## src/rtl/bcd_counter_scan.sv

```systemverilog
// Multi-digit BCD up/down counter with a registered, time-multiplexed digit scanner.
// Optional build macro LEADING_ZERO_BLANK_EN blanks leading zero digits (bcd_out = 4'hF).
module bcd_counter_scan #(
   parameter int DIGITS   = 4,
   parameter int SCAN_DIV = 1000
) (
   input  logic                  clk,
   input  logic                  rst_n,
   input  logic                  en,
   input  logic                  tick,
   input  logic                  up,
   input  logic                  clear,
   input  logic                  load,
   input  logic [4*DIGITS-1:0]   load_val,
   output logic [4*DIGITS-1:0]   count,
   output logic                  wrap,
   output logic [3:0]            bcd_out,
   output logic [DIGITS-1:0]     digit_sel
);

   localparam int DIV_W = $clog2(SCAN_DIV);
   localparam int IDX_W = $clog2(DIGITS);
   localparam logic [DIV_W-1:0]  DIV_LAST = DIV_W'(SCAN_DIV - 1);
   localparam logic [IDX_W-1:0]  IDX_LAST = IDX_W'(DIGITS - 1);
   localparam logic [DIGITS-1:0] SEL_RST  = ~DIGITS'(1);

   logic [4*DIGITS-1:0] count_q, count_d;
   logic                wrap_q, wrap_d;
   logic [DIV_W-1:0]    div_q, div_d;
   logic [IDX_W-1:0]    idx_q, idx_d;
   logic [3:0]          bcd_q, bcd_d;
   logic [DIGITS-1:0]   sel_q, sel_d;

   // Ripple carry/borrow through all digits within one cycle.
   always_comb begin
      logic       carry;
      logic [3:0] dig;
      count_d = count_q;
      wrap_d  = 1'b0;
      carry   = 1'b1;
      dig     = 4'd0;
      if (clear) begin
         count_d = '0;
      end else if (load) begin
         for (int i = 0; i < DIGITS; i++) begin
            dig = load_val[4*i +: 4];
            count_d[4*i +: 4] = (dig > 4'd9) ? 4'd0 : dig;
         end
      end else if (en && tick) begin
         for (int i = 0; i < DIGITS; i++) begin
            dig = count_q[4*i +: 4];
            if (carry) begin
               if (up) begin
                  if (dig == 4'd9) count_d[4*i +: 4] = 4'd0;
                  else begin
                     count_d[4*i +: 4] = dig + 4'd1;
                     carry = 1'b0;
                  end
               end else begin
                  if (dig == 4'd0) count_d[4*i +: 4] = 4'd9;
                  else begin
                     count_d[4*i +: 4] = dig - 4'd1;
                     carry = 1'b0;
                  end
               end
            end
         end
         wrap_d = carry;
      end
   end

   // Select and digit code are computed from the same index so they move together.
   always_comb begin
      logic       zero_above;
      logic [3:0] dig;
      div_d = div_q + DIV_W'(1);
      idx_d = idx_q;
      if (div_q == DIV_LAST) begin
         div_d = '0;
         idx_d = (idx_q == IDX_LAST) ? '0 : idx_q + IDX_W'(1);
      end
      sel_d      = ~(DIGITS'(1) << idx_d);
      bcd_d      = 4'd0;
      zero_above = 1'b1;
      dig        = 4'd0;
      for (int i = DIGITS - 1; i >= 0; i--) begin
         dig        = count_q[4*i +: 4];
         zero_above = zero_above & (dig == 4'd0);
         if (idx_d == IDX_W'(i)) begin
`ifdef LEADING_ZERO_BLANK_EN
            bcd_d = (i > 0 && zero_above) ? 4'hF : dig;
`else
            bcd_d = dig;
`endif
         end
      end
   end

   always_ff @(posedge clk or negedge rst_n) begin
      if (!rst_n) begin
         count_q <= '0;
         wrap_q  <= 1'b0;
         div_q   <= '0;
         idx_q   <= '0;
         bcd_q   <= 4'd0;
         sel_q   <= SEL_RST;
      end else begin
         count_q <= count_d;
         wrap_q  <= wrap_d;
         div_q   <= div_d;
         idx_q   <= idx_d;
         bcd_q   <= bcd_d;
         sel_q   <= sel_d;
      end
   end

   assign count     = count_q;
   assign wrap      = wrap_q;
   assign bcd_out   = bcd_q;
   assign digit_sel = sel_q;

endmodule

```

## config.mk

```make
export PLATFORM = sky130hd
export DESIGN_NAME = bcd_counter_scan
export DESIGN_NICKNAME = d
export VERILOG_FILES = /design/src/rtl/bcd_counter_scan.sv
export SDC_FILE = /design/constraint.sdc
export NUM_CORES = 1
export LEC_CHECK = 0
export CORE_MARGIN = 2
export CORE_UTILIZATION = 40
export CTS_CLUSTER_DIAMETER = 40
export DETAILED_ROUTE_END_ITERATION = 8
export GPL_TIMING_DRIVEN = 0
export HOLD_SLACK_MARGIN = 0.1
export PLACE_DENSITY_LB_ADDON = 0.12
export SLEW_MARGIN = 20
export SYNTH_ARGS = -nofsm -noshare
export SYNTH_HDL_FRONTEND = slang
export SYNTH_SLANG_ARGS = --single-unit
```

## constraint.sdc

```tcl
create_clock -name clk -period 4.8 [get_ports clk]
set_clock_uncertainty 0.05 [all_clocks]
set_input_delay 0.72 -clock clk [delete_from_list [all_inputs] [get_ports clk]]
set_output_delay 0.72 -clock clk [all_outputs]
set_load 0.01 [all_outputs]
```

======== Word level (Yosys, flattened, before mapping) ========
Cells that the tools add are included.
storage, ports and cells
  flip-flop bits (word level) ............. 37
  input bits .............................. 23
  output and inout port bits .............. 25
  logic and storage cells ................. 103
cells by class
  add/subtract/negate cells ............... 10
  $lt $le $gt $ge ......................... 4
  equality and inequality tests ........... 9
  shift-type cells ........................ 1
  muxes and demuxes ....................... 56
  bitwise logic cells ..................... 1
  reduce and logical (&&, ||, !) cells .... 13
operators by type and width
  operator                                                               count
  4-bit two-way mux                                                      23
  16-bit two-way mux                                                     3
  1-bit two-way mux                                                      27
  4-bit by 1-bit adder with 4-bit output, second input constant          4
  4-bit equality test, second input constant                             4
  4-bit > comparator, second input constant                              4
  4-bit zero test                                                        4
  4-bit by 1-bit subtractor with 4-bit output, second input constant     4
  3-bit nonzero test                                                     4
  10-bit by 1-bit adder with 10-bit output, second input constant        1
  10-bit equality test, second input constant                            1
  10-bit two-way mux                                                     1
  2-bit equality test, second input constant                             3
  2-bit AND reduction                                                    3
  2-bit two-way mux                                                      2
  4-bit inverter                                                         1
  1-bit by 2-bit left shift with 4-bit output, first input constant      1
  2-bit by 1-bit adder with 2-bit output, second input constant          1
  2-bit by 1-bit equality test with 1-bit output, second input constant  1
  2-bit zero test                                                        1
  1-bit logical AND                                                      1

======== Longest topological paths before layout ========
Gate-level depths: netlist (run 1).
  word-level depth ........................ 18
  mapped depth ............................ 8
  mapped depth without buffers ............ 7

======== Worst setup path after synthesis (run 1) ========
No wires, ideal clock.
  path type ............................... register to register
  start ................................... register count_q[0], in the netlist count[0]
  end ..................................... register count_q[10], in the netlist count[10]
  library setup time ...................... 0.125 ns
  arrival time ............................ 2.147 ns
  data required time ...................... 4.625 ns
  slack ................................... 2.478 ns
  cell stages (with the launch flop) ...... 8
  buffers on the path ..................... 0
  clock period less this slack ............ 2.322 ns
  cells stage by stage .................... dfrtp_1 > inv_1 > ha_1 > or3b_4 > a211oi_4 > nand2_1 > nand2_1 > mux2_2
between the ends
  longest elaborated chain between the ends .. 12
  elaborated cells on any way between the ends .. 14
  classes of those cells .................. 1 x eq/ne; 10 x mux; 3 x reduce/logical
ends and longest elaborated chain
  element                                                 line    text
  start: declaration                                      27      logic [4*DIGITS-1:0] count_q, count_d;
  start signal: assignment                                108     count_q <= count_d;
  4-bit equality test or 4-bit zero test (tied branches)  n/a
  1-bit two-way mux (on tied branches)                    54, 60
  1-bit two-way mux (*)                                   53      if (up) begin
  1-bit two-way mux (*)                                   49      end else if (en && tick) begin
  1-bit two-way mux (*)                                   44      end else if (load) begin
  1-bit two-way mux (*)                                   42      if (clear) begin
  1-bit two-way mux (*)                                   52      if (carry) begin
  1-bit two-way mux (*)                                   49
  1-bit two-way mux (*)                                   44
  1-bit two-way mux (*)                                   42
  3-bit nonzero test (no line) (*)                        n/a
  2-bit AND reduction (no line) (*)                       n/a
Every way passes the cells marked *; elsewhere a longest branch is shown, timed or not. The select of a mux whose other input is x is not followed.
A chain may end at the register's enable or synchronous reset.

======== Worst setup path after layout (run 1) ========
  start ................................... input port up
  end ..................................... register wrap_q, in the netlist wrap
between the ends
  longest elaborated chain between the ends .. 16
  elaborated cells on any way between the ends .. 19
  classes of those cells .................. 19 x mux
ends and longest elaborated chain
  element                 line  text
  start: declaration      11    input logic up,
  1-bit two-way mux       53
  1-bit two-way mux       49
  1-bit two-way mux       44
  1-bit two-way mux       42
  1-bit two-way mux       52
  1-bit two-way mux       49
  1-bit two-way mux       44
  1-bit two-way mux       42
  1-bit two-way mux       52
  1-bit two-way mux       49
  1-bit two-way mux       44
  1-bit two-way mux       42
  1-bit two-way mux (*)   52
  1-bit two-way mux (*)   49
  1-bit two-way mux (*)   44
  1-bit two-way mux (*)   42
  via wrap_d              28    logic wrap_q, wrap_d;
  end signal: assignment  109   wrap_q <= wrap_d;
  end: declaration        28
Mark *: on every way through the listed nets, which the timed path passes. The rest lies on a longest branch. The select of a mux whose other input is x is not followed.

==> results of run 1 <==
## final timing paths
kind	slack [ns]	cells after the start	endpoint	from
worst max-delay path	1.81	6	wrap	up
worst min-delay path	0.33	1	count[14]	rst_n
worst max register to register	2.12	7	count[11]	count[0]
worst min register to register	0.43	1	div_q[9]	div_q[9]
max in group asynchronous	3.82	2	digit_sel[1]	rst_n
min in group clk	0.43	1	div_q[9]	div_q[9]
## synthesized netlist by cell type, drive strengths merged (2+ instances only)
| cell | count | area share |
|---|---|---|
| nor3b | 4 | 0.011 |
| a211oi | 2 | 0.010 |
| a221oi | 2 | 0.0065 |
| a2111oi | 2 | 0.0065 |
| ha | 14 | 0.065 |
| mux2 | 6 | 0.025 |
| o22ai | 2 | 0.0047 |
| nor3 | 6 | 0.011 |
| a31oi | 4 | 0.0094 |
| dfstp | 3 | 0.029 |
| and2 | 2 | 0.0047 |
| a221o | 2 | 0.0075 |
| or3 | 2 | 0.0047 |
| or3b | 3 | 0.011 |
| nor2b | 6 | 0.014 |
| o21ai | 17 | 0.032 |
| a32oi | 7 | 0.023 |
| clkbuf | 13 | 0.018 |
| xnor2 | 6 | 0.020 |
| o21bai | 6 | 0.017 |
| xor2 | 6 | 0.020 |
| mux2i | 3 | 0.011 |
| buf | 6 | 0.015 |
| o41ai | 2 | 0.0065 |
| nand3 | 10 | 0.019 |
| dfrtp | 34 | 0.32 |
| nor4b | 2 | 0.012 |
| nand2 | 41 | 0.058 |
| nand2b | 6 | 0.014 |
| a21oi | 26 | 0.049 |
| nor2 | 24 | 0.034 |
| o31ai | 6 | 0.017 |
| or4 | 2 | 0.0056 |
| a22o | 4 | 0.013 |
| inv | 16 | 0.022 |
## through the flow
step           std cells  total power, µW   util  hold WS (ns)
6_report             444              840  0.523         0.330
5_1_grt              444              888  0.523         0.358
2_1_floorplan        312              480      -         0.374
3_3_place_gp         435              571  0.503         0.415
3_5_place_dp         436              575  0.507         0.418
4_1_cts              444              846  0.523         0.343
## sequential cells by signal, indices dropped and copies added, names as in the netlist
signal and count:
idx_q 2, count 16, div_q 10, bcd_out 4, wrap 1, digit_sel 4
## cells by family (layout without fill, tap and decap cells)
kind of cell | Yosys count | count (layout)
adder cells (fa/ha/maj) | 14 | 14
AND/OR/NAND/NOR | 114 | 114
multiplexers | 9 | 9
XOR/XNOR | 12 | 12
flip-flops | 37 | 37
AO/OA/AOI/OAI | 91 | 91
buffers and inverters | 35 | 90
## worst max-delay path: stages
cell and delay, ns:
clkdlybuf4s50_1 0.63, clkbuf_1 0.41, clkbuf_1 0.48, a31oi_1 0.19
a2111oi_0 0.46, and3_1 0.26
## area by class of cell
| cell class | instances | area (µm²) | area share |
|---|---|---|---|
| Buffer | 19 | 90.1 | 0.0268 |
| Clock buffer | 6 | 72.6 | 0.0216 |
| Multi-Input combinational cell | 240 | 1600 | 0.475 |
| Tap cell | 77 | 96.3 | 0.0287 |
| Inverter | 16 | 60.1 | 0.0179 |
| Timing Repair Buffer | 47 | 483 | 0.144 |
| Clock inverter | 2 | 35.0 | 0.0104 |
| Sequential cell | 37 | 930 | 0.277 |
## cells in the final DEF (no fill, tap or decap), types with 6 or more instances in the layout
cell	synthesis	layout
clkbuf_1	13	14
dfrtp_1	34	34
nor2_1	24	24
mux2_2	6	6
a32oi_1	7	7
a21oi_1	26	26
nor2b_1	6	6
ha_1	14	14
o21ai_0	17	17
nand2_1	41	41
nand2b_1	6	6
xor2_1	6	6
inv_1	16	16
clkdlybuf4s50_1	0	45
o21bai_1	6	6
xnor2_1	6	6
nand3_1	10	10
nor3_1	6	6
o31ai_1	6	6
## where the power goes
part	switching (µW)	internal, µW	leakage (µW)	total [µW]
sequential	22.1	326	0.000478	348
clock	115	154	0.0000552	270
combinational	114	108	0.000844	222
total	252	588	0.00138	840
## layer usage
metal / GRT usage / share of wire / wire (µm)
met2: 0.294 / 0.46 / 3190
met1: 0.271 / 0.46 / 3170
met5: 0 / 0 / 0
met4: 0.0808 / 0.013 / 87
met3: 0.0395 / 0.062 / 424
==> impl_metrics.tcl, run 1 <==
set metrics [dict create \
    netlist_area_mm2 0.00268 \
    rsz0062_at_grt "no" \
    die_w_um 85.8 \
    ys_warn_count 0 \
    vias 2479 \
    wl_per_cell_um 15.5 \
    setup_violations 0 \
    synth_edf_count 0 \
    synth_nets 349 \
    ys_dominant_reg_cell "dfrtp_1" \
    start_util 0.417 \
    first_iter_violations 139 \
    place_hpwl_um 5060 \
    drive_gt1_frac 0.0899 \
    num_rows 29 \
    core_mm2 0.00642 \
    drc 3 \
    min_path_type "input port to async pin" \
    finalHoldViolCount 0 \
    root_buffer "clkbuf_8" \
    ant_nets 0 \
    cp.arrival_ns 3.16 \
    grt.total_usage 0.194 \
    grt_start_max_net_pins 21 \
    cts_hold_buffers 0 \
    max_slew_margin 0.592 \
    ys_ff_latch 37 \
    crit_path_end_kind "flip-flop" \
    synthSimpleGateAreaFrac 0.217 \
    placed_cell_area_mm2 0.00325 \
    critical_path.max_fanout 10 \
    start_kind "input port" \
    synthAdderAreaFrac 0.0655 \
    detail_route.first_pass.iterations 6 \
    power_density_mw_per_mm2 250 \
    postLayoutCellArea_mm2 0.00336 \
    syn_inst 312 \
    ios 48 \
    async_reset_ff_frac 1.00 \
    grt_pass1_vias 2384 \
    drv_cap 0 \
    ys_seq_area_frac 0.348 \
    min_period_ns 2.99 \
    synthMuxAreaShare 0.0365 \
    ctsHtreeMaxLevel 2 \
    clk-insertion-delay-late_ns 0.30 \
    post-place-ws_ns 1.66 \
    ys_types 55 \
    clockBufferDepth 2 \
    diodes 0 \
    fmax_mhz 334 \
    fin_ws_ns 1.81 \
    clk_pin_slew_ns 0.08 \
    post_cts_resized 0 \
    status "finished with violations" \
    grt_pass1_wl_um 11400 \
    synth.avg_cell_area_um2 8.57 \
    maxSlewViolCount 0 \
    numPortBuffers 46 \
    place_congestion 0.823 \
    tightest_slew_ns 0.612 \
    max-vdd-ir-drop_mv 0.153 \
    vias_per_cell 5.58 \
    areaGrowthSynthToFinish_pct 25.7 \
    num-fill-cells 620 \
    clkSinkCount 37 \
    leakagePower_uw 0.00138 \
    overflow 0 \
    synth_compound_area_frac 0.238 \
    synth_xor_area_frac 0.0393 \
    path_class "input port to flip-flop" \
    nets 403 \
    post_cts_buffers 0 \
    fin_setup_tns_ns 0 \
    tritoncts "built" \
    synth_top_family_by_area "compound AO/OA/AOI/OAI gates" \
    cts_made_buffers 5 \
    die_area_mm2 0.00736 \
    violations "DRC" \
    finalCritPeriodShare 0.623 \
    routed_wl_um 6880 \
    required_ns 4.97 \
    dieHeight_um 85.8 \
    antenna_found_initial 0 \
]
(Power assumes the default switching activity.)
==> run 2: changes to the inputs <==
==> constraint.sdc (replaced) <==
create_clock -name clk -period 2.91 [get_ports clk]
set_clock_uncertainty 0.05 [all_clocks]
set_input_delay 0.4365 -clock clk [delete_from_list [all_inputs] [get_ports clk]]
set_output_delay 0.4365 -clock clk [all_outputs]
set_load 0.01 [all_outputs]
==> run 2 against run 1 <==
  * The run still ends with DRC left
  * Die area did not move
  * Sequential cell count unchanged
  * Largest cell class unchanged
  * Register-to-register slack worse by 1.9 ns
  * Sequential share of layout area is 0.082 points lower
  * Worst setup slack got worse by 1.6 ns
==> impl_metrics.tcl, run 2 (synthesized netlist as in run 1, its figures left out) <==
set metrics [dict create \
    numPortBuffers 46 \
    post_cts_buffers 0 \
    clk-insertion-delay-late_ns 0.29 \
    diodes 0 \
    dieHeight_um 85.8 \
    fin_setup_tns_ns 0 \
    largest_reg_flops 16 \
    tritoncts "built" \
    vias 2491 \
    path_class "input port to flip-flop" \
    tightest_slew_ns 0.615 \
    start_util 0.417 \
    cts_made_buffers 5 \
    first_iter_violations 109 \
    nets 404 \
    power_density_mw_per_mm2 411 \
    max_slew_margin 0.590 \
    r2r-start "count[0]" \
    min_period_ns 2.65 \
    min_path_type "flip-flop to flip-flop" \
    dp_cells 436 \
    reg2reg_to "count[11]" \
    die_w_um 85.8 \
    drv_cap 0 \
    routed_wl_um 6890 \
    max-vdd-ir-drop_mv 0.252 \
    route.met2.wl_um 3230 \
    place_hpwl_um 5060 \
    clockBufferDepth 2 \
    ctsHtreeMaxLevel 2 \
    postLayoutCellArea_mm2 0.00337 \
    min_to "div_q[9]" \
    holdPathStages 1 \
    crit_path_end_kind "flip-flop" \
    violations "DRC" \
    finalHoldViolCount 0 \
    die_area_mm2 0.00736 \
    required_ns 3.07 \
    critical_path.max_fanout 10 \
    clk_pin_slew_ns 0.07 \
    grt.total_usage 0.194 \
    final_cell_mix "45 x clkdlybuf4s50_1, 41 x nand2_1, 34 x dfrtp_1" \
    ios 48 \
    worstHoldStart "div_q[9]" \
    detail_route.first_pass.iterations 6 \
    grt_pass1_wl_um 11400 \
    num_rows 29 \
    layout.cells.non_filler 445 \
    final_common_cell "clkdlybuf4s50_1" \
    place_congestion 0.823 \
    maxSlewViolCount 0 \
    wl_met3_um 437 \
    start_kind "input port" \
    setup_violations 0 \
    overflow 0 \
    ant_nets 0 \
    drive_gt1_frac 0.0897 \
    rsz0062_at_grt "no" \
    core_mm2 0.00642 \
    leakagePower_uw 0.00138 \
    antenna_found_initial 0 \
    drc 3 \
    dr.max_layer_used "met4" \
    vias_per_cell 5.60 \
    drt-met1-wl_um 3120 \
    finalCritPeriodShare 0.912 \
    ff2ff_setup_slack_ns 0.26 \
    reg2regPathDepth 7 \
    wl_per_cell_um 15.5 \
    fmax_mhz 377 \
    clkSinkCount 37 \
    cp.arrival_ns 2.82 \
    root_buffer "clkbuf_8" \
    status "finished with violations" \
    areaGrowthSynthToFinish_pct 26.1 \
    grt_pass1_vias 2384 \
    placed_cell_area_mm2 0.00325 \
    grt_start_max_net_pins 21 \
]
run 2: cell types whose count changed in the layout (fill, tap and decap cells not counted), sizes merged:
| cell | previous run | this run |
|---|---|---|
| dlygate4sd3 | 0 | 1 |
run 2: repair_timing:
item                                    4_1_cts  5_1_grt
hold buffers                                  1        0
endpoints found under the setup margin        0        0
hold endpoints to repair                     17        0
gates resized for setup                       0        0
run 2: worst max-delay path, cell delays in order:
cell             delay [ns]
clkdlybuf4s50_1        0.63
clkbuf_1               0.42
clkbuf_1               0.47
a31oi_1                0.19
a2111oi_0              0.41
and3_1                 0.26
run 2: final cells by class:
type / count / area, µm²
fillers: 619 / 3050
multi-input cells: 240 / 1600
flip-flops and latches: 37 / 930
repair buffers: 48 / 493
well taps: 77 / 96.3
plain buffers: 19 / 90.1
clock buffers: 6 / 72.6
inverters: 16 / 60.1
clock inverters: 2 / 35.0
run 2: how the worst max path moves through the flow:
stage / start / to / slack [ns]
6_report: up / wrap / 0.26
4_1_cts: count[0] / count[11] / 0.28
3_3_place_gp: up / count[10] / 0.09
3_5_place_dp: up / count[9] / 0.05
5_1_grt: count[0] / count[11] / 0.13
2_1_floorplan: count[0] / count[10] / 0.59
run 2: power by group:
part,switching (µW),total (µW),leakage (µW),internal [µW]
clock,190,444,0.0000552,254
sequential,36.4,574,0.000478,537
combinational,188,367,0.000848,179
run 2: per-stage QoR:
stage | hold slack (ns) | utilization | power (µW) | worst slack, ns
final | 0.425 | 0.525 | 1390 | 0.256
after global routing | 0.444 | 0.525 | 1470 | 0.134
after detailed placement | 0.381 | 0.507 | 948 | 0.0525
after CTS | 0.435 | 0.525 | 1400 | 0.283
after global placement | 0.415 | 0.503 | 942 | 0.0938
after floorplan | 0.0909 | - | 792 | 0.588
run 2: per-layer routing:
metal	GRT usage	up-vias
met1	0.272	1184
met2	0.294	69
met3	0.0385	11
met4	0.0808	0
met5	0	-
li1	-	1227
